[src/rtl/deconvolution.sv]
// Recovers x0..x7 from convolution output y0..y7 and eight 4-bit taps by recurrence.
// Optional CONSISTENCY_CHECK_EN re-convolves y8..y15 against the recovered samples.
module deconvolution (
  input  logic        clk,
  input  logic        rst_n,
  input  logic        start,
  input  logic [31:0] h_flat,
  input  logic [11:0] y_data,
  input  logic        y_valid,
  output logic        y_ready,
  output logic [3:0]  x_data,
  output logic        x_valid,
  input  logic        x_ready,
  output logic        busy,
  output logic        done,
  output logic        err
);

  typedef enum logic [2:0] {
    StIdle,
    StWaitY,
    StMac,
    StDiv,
    StOut,
    StDone
`ifdef CONSISTENCY_CHECK_EN
    ,
    StChkY,
    StChkMac
`endif
  } state_t;

  state_t      state;
  logic [3:0]  h      [8];
  logic [3:0]  x_hist [8];
  logic [3:0]  n;
  logic [3:0]  k;
  logic [11:0] acc;
  logic [11:0] y_q;
  logic [7:0]  rem;
  logic [3:0]  quo;
  logic [2:0]  div_cnt;

  logic [7:0]  prod;
  logic [12:0] resid;
  logic        resid_bad;
  logic [1:0]  bit_idx;
  logic [7:0]  dvs;
  logic        fits;
  logic [7:0]  rem_nx;
  logic [3:0]  quo_nx;

  // n indexes the sample being processed; n-k selects the history entry for tap k.
  always_comb begin
    prod      = {4'b0, h[k[2:0]]} * {4'b0, x_hist[3'(n - k)]};
    resid     = {1'b0, y_q} - {1'b0, acc};
    resid_bad = resid[12] || (resid[11:0] >= {4'b0, h[0], 4'b0});
    bit_idx   = 2'(3'd4 - div_cnt);
    dvs       = {4'b0, h[0]} << bit_idx;
    fits      = rem >= dvs;
    rem_nx    = fits ? rem - dvs : rem;
    quo_nx    = quo | (4'(fits) << bit_idx);
  end

`ifdef CONSISTENCY_CHECK_EN
  assign y_ready = (state == StWaitY) || (state == StChkY);
`else
  assign y_ready = (state == StWaitY);
`endif
  assign busy = (state != StIdle) && (state != StDone);
  assign done = (state == StDone);

  always_ff @(posedge clk or negedge rst_n) begin
    if (!rst_n) begin
      state   <= StIdle;
      n       <= '0;
      k       <= '0;
      acc     <= '0;
      y_q     <= '0;
      rem     <= '0;
      quo     <= '0;
      div_cnt <= '0;
      x_data  <= '0;
      x_valid <= 1'b0;
      err     <= 1'b0;
      for (int i = 0; i < 8; i++) begin
        h[i]      <= '0;
        x_hist[i] <= '0;
      end
    end else begin
      case (state)
        StIdle, StDone: begin
          if (start) begin
            for (int i = 0; i < 8; i++) h[i] <= h_flat[4*i +: 4];
            n <= '0;
            if (h_flat[3:0] == 4'd0) begin
              err   <= 1'b1;
              state <= StDone;
            end else begin
              err   <= 1'b0;
              state <= StWaitY;
            end
          end
        end
        StWaitY: begin
          if (y_valid) begin
            y_q     <= y_data;
            acc     <= '0;
            k       <= 4'd1;
            quo     <= '0;
            div_cnt <= '0;
            state   <= (n == 4'd0) ? StDiv : StMac;
          end
        end
        StMac: begin
          acc <= acc + 12'(prod);
          k   <= k + 4'd1;
          if (k == n) state <= StDiv;
        end
        StDiv: begin
          // First DIV cycle screens the residual so the 4 steps cannot overflow.
          if (div_cnt == 3'd0) begin
            if (resid_bad) begin
              err   <= 1'b1;
              state <= StDone;
            end else begin
              rem     <= resid[7:0];
              div_cnt <= 3'd1;
            end
          end else begin
            rem     <= rem_nx;
            quo     <= quo_nx;
            div_cnt <= div_cnt + 3'd1;
            if (div_cnt == 3'd4) begin
              if (rem_nx != 8'd0) begin
                err   <= 1'b1;
                state <= StDone;
              end else begin
                x_data           <= quo_nx;
                x_hist[n[2:0]]   <= quo_nx;
                x_valid          <= 1'b1;
                state            <= StOut;
              end
            end
          end
        end
        StOut: begin
          if (x_ready) begin
            x_valid <= 1'b0;
            if (n == 4'd7) begin
`ifdef CONSISTENCY_CHECK_EN
              n     <= 4'd8;
              state <= StChkY;
`else
              state <= StDone;
`endif
            end else begin
              n     <= n + 4'd1;
              state <= StWaitY;
            end
          end
        end
`ifdef CONSISTENCY_CHECK_EN
        StChkY: begin
          if (y_valid) begin
            y_q   <= y_data;
            acc   <= '0;
            k     <= 4'(n - 4'd7);
            state <= StChkMac;
          end
        end
        StChkMac: begin
          // Only taps with a recovered partner x[n-k] (n-k <= 7) contribute.
          if (k <= 4'd7) begin
            acc <= acc + 12'(prod);
            k   <= k + 4'd1;
          end else begin
            if (acc != y_q) err <= 1'b1;
            if (n == 4'd15) begin
              state <= StDone;
            end else begin
              n     <= n + 4'd1;
              state <= StChkY;
            end
          end
        end
`endif
        default: state <= StIdle;
      endcase
    end
  end

endmodule

[config.mk]
export PLATFORM = sky130hd
export DESIGN_NAME = deconvolution
export DESIGN_NICKNAME = d
export VERILOG_FILES = /design/src/rtl/deconvolution.sv
export SDC_FILE = /design/constraint.sdc
export NUM_CORES = 1
export LEC_CHECK = 0
export BUFFER_PORTS_ARGS = -buffer_cell sky130_fd_sc_hd__buf_2
export CORE_MARGIN = 4
export CORE_UTILIZATION = 50
export CTS_CLUSTER_SIZE = 8
export DETAILED_ROUTE_END_ITERATION = 16
export GPL_TIMING_DRIVEN = 0
export PLACE_DENSITY = 0.77
export RECOVER_POWER = 100
export SYNTH_ARGS = -nofsm -noshare
export SYNTH_HDL_FRONTEND = slang
export SYNTH_SLANG_ARGS = --single-unit
[constraint.sdc]
create_clock -name clk -period 10.75 [get_ports clk]
set_input_delay 1.075 -clock clk [delete_from_list [all_inputs] [get_ports clk]]
set_output_delay 1.075 -clock clk [all_outputs]
set_load 0.005 [all_outputs]
Word level (Yosys, flattened, before mapping)
Cells that the tools add are included.
Widths: inputs -> output; s select.
{ "word_totals": {"register_bits": 120, "mem_count": 0, "input_bits": 49, "latchBits": 0, "rom_bits": 0, "ram_bits": 0, "out_inout_bits": 9} }
{ "classes": {"eq_ne": 22, "multipliers": 1, "bitwise_logic": 6, "div": 0, "order_cmp": 6, "mux": 51, "n_addsub": 8, "shifts": 2, "reduce_logical": 26} }
{ "ops": {"columns": ["op", "n"], "rows": [
  ["$mux 4", 11],
  ["$mux 3", 12],
  ["$bwmux 32", 1],
  ["$bmux 4 s3", 2],
  ["$mux 8", 3],
  ["$pmux 12 s2", 1],
  ["$pmux 4 s2", 3],
  ["$ne 2x2->1 const B", 9],
  ["$ne 3x3->1 const B", 5],
  ["$pmux 3 s5", 1],
  ["$sub 12x12->13", 1],
  ["$add 12x8->12", 1],
  ["$demux 4 s3", 1],
  ["$ge 12x8->1", 1],
  ["$ge 4x4->1 const B", 3],
  ["$mux 1", 12],
  ["$mux 12", 1],
  ["$not 3->4", 3],
  ["$reduce_and 5->1", 2],
  ["$reduce_bool 2->1", 5],
  ["$eq 3x3->1 const B", 3],
  ["$add 4x1->4 const B", 2],
  ["$ge 8x8->1", 1],
  ["$logic_not 4->1", 2],
  ["26 further kinds", 36]
]} }

Longest topological paths before layout
{ "depth": {"depth_word": 9, "depth_mapped": 22} }

Worst setup path before layout
Ideal clock, no wire load.
{ "synth_path": {"kind": "register to register", "start": "reg n[0]", "end": "reg acc[11]", "required_time_ns": 10.671, "t_arrival_ns": 5.660, "stages_incl_launch_ff": 22, "slack_ns": 5.011, "setup_ns": 0.079, "path_buffers": 0, "cell_sequence": "dfrtp_1 > inv_1 > ha_1 > inv_1 > fa_1 > xnor2_1 > mux4_2 > mux2i_1 > or2_2 > fa_1 > fa_1 > fa_1 > inv_1 > ha_1 > a21o_1 > a21oi_1 > o21bai_1 > a21oi_1 > nor2b_1 > o21a_1 > o2111ai_1 > mux2i_1"} }
{ "synth_via": {"elab_chain_len": 8} }
{ "synth_rtl": {"columns": ["item", "line_no", "rtl"], "rows": [
  ["start, declared", "36", "logic [3:0] n;"],
  ["start signal, assigned", "158", "n <= n + 4'd1;"],
  ["$sub 3x3->3", "55", "prod = {4'b0, h[k[2:0]]} * {4'b0, x_hist[3'(n - k)]};"],
  ["$not 3->4 (implied by the code)", "55", null],
  ["$bmux 4 s3", "55", null],
  ["$mux 4 (implied by the code) (2 in a row)", "55", null],
  ["$mul 4x4->8", "55", null],
  ["$add 12x8->12", "116", "acc <= acc + 12'(prod);"],
  ["$pmux 12 s2", "91", "case (state)"],
  ["end signal, assigned", "116", null],
  ["end, declared", "38", "logic [11:0] acc;"]
]} }
Every way passes these cells. The select of a mux whose other input is x is not followed.
A chain may end at the register's enable or synchronous reset.

Worst setup path after layout
{ "layout_path": {"start": "reg k[1]", "end": "reg acc[9]"} }
{ "layout_via": {"elab_chain_len": 8} }
{ "layout_rtl": {"columns": ["item", "line_no", "rtl"], "rows": [
  ["start, declared", "37", "logic [3:0] k;"],
  ["start signal, assigned", "117", "k <= k + 4'd1;"],
  ["$sub 3x3->3", "55", null],
  ["$not 3->4 (implied by the code)", "55", null],
  ["$bmux 4 s3", "55", null],
  ["$mux 4 (implied by the code) (2 in a row)", "55", null],
  ["$mul 4x4->8 (*)", "55", null],
  ["$add 12x8->12 (*)", "116", null],
  ["$pmux 12 s2 (*)", "91", null]
]} }
Every way passes the cells marked *; elsewhere a longest branch is shown, timed or not. The select of a mux whose other input is x is not followed.

==> results_dict.tcl <==
set metrics [dict create \
    layout.nets 893 \
    hold_buffers 0 \
    hp-class "reg2reg" \
    clk_pin_slew_ps 50 \
    crit_arrival_ps 7060 \
    antenna_found_initial 0 \
    cp_data_required_time_ps 11080 \
    tritoncts "done" \
    clk_path_buf_depth 2 \
    antenna_cells 0 \
    grt_max_degree 82 \
    holdWs_ps 485 \
    drv_cap 2 \
    start_kind "flop" \
    p_leak_nw 4.06 \
    synth_area_leaders "dfrtp_1 39%, mux2_2 9.0%, ha_1 7.8%" \
    ys.warnings.count 0 \
    area_growth_pct 12.3 \
    wire_per_inst_um 18.0 \
    final_cells 983 \
    rsz0062_at_grt "no" \
    slew_headroom -1.91 \
    avgSynthCellArea_um2 10.8 \
    ys_seq_area_frac 0.392 \
    gp_congestion 0.906 \
    drive_above_1_share 0.224 \
    clock-sinks 120 \
    row_count 45 \
    end_kind "flop" \
    grt_pass1_vias 5746 \
    dp_cells 953 \
    port_buffers 57 \
    core_area_um2 15100 \
    drt-initial-drc-count 296 \
    ys_seq_elements 120 \
    firstDrtPassIters 5 \
    yosysTopAreaCell "dfrtp_1" \
    htreeDepth 4 \
    async_flop_share 1.00 \
    dieArea_um2 17400 \
    worstMarginPinSlew_ps 4370 \
    cts_buffers 17 \
    power_mw 2.54 \
    synth_top_cell_area_share 0.392 \
    final-setup-viol-count 0 \
    postRouteAntennaNets 0 \
    insertion_delay_ps 420 \
    synth-edff-count 0 \
    grt.overflow.total 0 \
    post_cts_resized 0 \
    clockRootBuffer "clkbuf_16" \
    die_w_um 132 \
    grt_usage 0.210 \
    fin_crit_ps 6730 \
    io_pins 58 \
    status "complete, but fails checks" \
    ys.flop_type "dfrtp_1" \
    skew_ps 13.7 \
    vias 5741 \
    dieHeight_um 132 \
    syn_inst 707 \
    fin_tns_setup_ps 0 \
    vdd_drop_max_mv 0.185 \
    viasPerCell 5.84 \
    fin_crit_sh 0.626 \
    netlist_area_um2 7670 \
    netlist-cell-type-count 69 \
    wl_um 17700 \
    slew_viol_final 123 \
    cts_setup_buffers 0 \
    worstSetupPathType "reg2reg" \
    worstPathMaxFanout 10 \
    synthesis.nets 816 \
    start_util 0.508 \
    power.density_nw_per_um2 295 \
    hpwl_um 13200 \
    fmax_mhz 149 \
    hold_viol_final 0 \
    drc 0 \
    violations "capacitance limit, slew limit" \
    grt_first_pass_wirelength_um 29400 \
]
==> worst paths after layout <==
path	start	slack (ps)	cells past startpoint	endpoint
hold reg to reg	acc[11]	490	1	acc[11]
setup reg to reg	k[1]	4020	20	acc[9]
max in group asynchronous	rst_n	4420	2	h[31]
setup / recovery	k[1]	4020	20	acc[9]
hold / removal	acc[11]	490	1	acc[11]
min in group asynchronous	rst_n	1290	1	x_hist[18]
==> cells in the mapped netlist (6+ instances only) <==
| cell type | instances |
|---|---|
| and3_1 | 6 |
| clkbuf_1 | 22 |
| mux4_2 | 16 |
| mux2i_1 | 18 |
| o21ai_0 | 24 |
| mux2_2 | 61 |
| dfrtp_1 | 120 |
| mux2_4 | 16 |
| nand2_1 | 40 |
| o2bb2ai_1 | 6 |
| nand2b_1 | 9 |
| ha_1 | 48 |
| xor2_1 | 12 |
| nand3_1 | 24 |
| inv_1 | 58 |
| nor3_1 | 9 |
| xnor2_1 | 11 |
| a21o_1 | 6 |
| nor2_1 | 52 |
| a21oi_1 | 35 |
| fa_1 | 12 |
| nand4_1 | 6 |
==> sequential cells by signal, indices dropped and copies added, names as in the netlist <==
signal,cells
y_q,12
n,4
err,1
k,4
h,32
acc,12
div_cnt,3
x_valid,1
x_data,4
quo,4
rem,8
state,3
x_hist,32
==> layout by cell type, fill, tap and decap left out, types with 10 or more instances in the layout <==
master     netlist  routed
nor2_1          52      52
clkbuf_1        22      29
inv_1           58      58
clkbuf_16        0      17
mux4_2          16      16
buf_2            2      55
xnor2_1         11      11
xor2_1          12      12
dfrtp_1        120     120
mux2_2          61      61
a21oi_1         35      35
o21ai_0         24      25
mux2i_1         18      18
nand4_1          6      10
mux2_1           1      13
nand3_1         24      24
nand2_1         40      41
fa_1            12      12
ha_1            48      48
==> cells by family after synthesis <==
kind of cell	share of synthesized area
flip-flops	0.392
multiplexers	0.193
adder cells (fa/ha/maj)	0.110
buffers and inverters	0.0455
AO/OA/AOI/OAI	0.110
XOR/XNOR	0.0263
AND/OR/NAND/NOR	0.124
==> routing by layer <==
metal  routed length [um]  vias to the layer above  track usage
met5                    0                        -            0
met4                  415                        0       0.0735
met3                 1050                       32       0.0531
met2                 8400                      178        0.334
met1                 7860                     2829        0.281
li1                     -                     2702            -
==> where the power goes <==
group | total (mW) | switching (mW) | internal, mW | leakage (nW)
Clock | 0.534 | 0.208 | 0.327 | 0.263
Combinational | 1.33 | 0.758 | 0.570 | 2.24
Sequential | 0.681 | 0.101 | 0.580 | 1.56
Total | 2.54 | 1.07 | 1.48 | 4.06
==> critical path, stage by stage (launching register included) <==
cell	delay (ps)
dfrtp_1	420
clkbuf_1	510
inv_1	170
fa_1	430
xnor2_1	860
mux4_2	440
mux2i_1	310
or2_2	190
fa_1	460
fa_1	520
fa_1	510
inv_1	40
ha_1	320
a21o_1	190
a21oi_1	230
o21bai_1	100
a21oi_1	230
nor2b_1	70
o21a_1	200
o21ai_0	200
mux2i_1	220
==> through the flow <==
step / setup WS (ps) / utilization / area [um^2]
after floorplan: 5010 / - / 7670
after global placement: 4230 / 0.543 / 8190
after detailed placement: 4140 / 0.545 / 8220
after CTS: 4020 / 0.582 / 8780
after global routing: 3160 / 0.571 / 8610
final: 4020 / 0.571 / 8610
==> cell type report <==
cell class              instances  area [um^2]
multi-input cells             500         4200
plain buffers                  29          115
flip-flops and latches        120         3000
clock buffers                  19          453
fillers                      1278         6480
clock inverters                11          101
well taps                     188          235
repair buffers                 58          284
inverters                      58          218
Power figures use the tool's default switching activity.
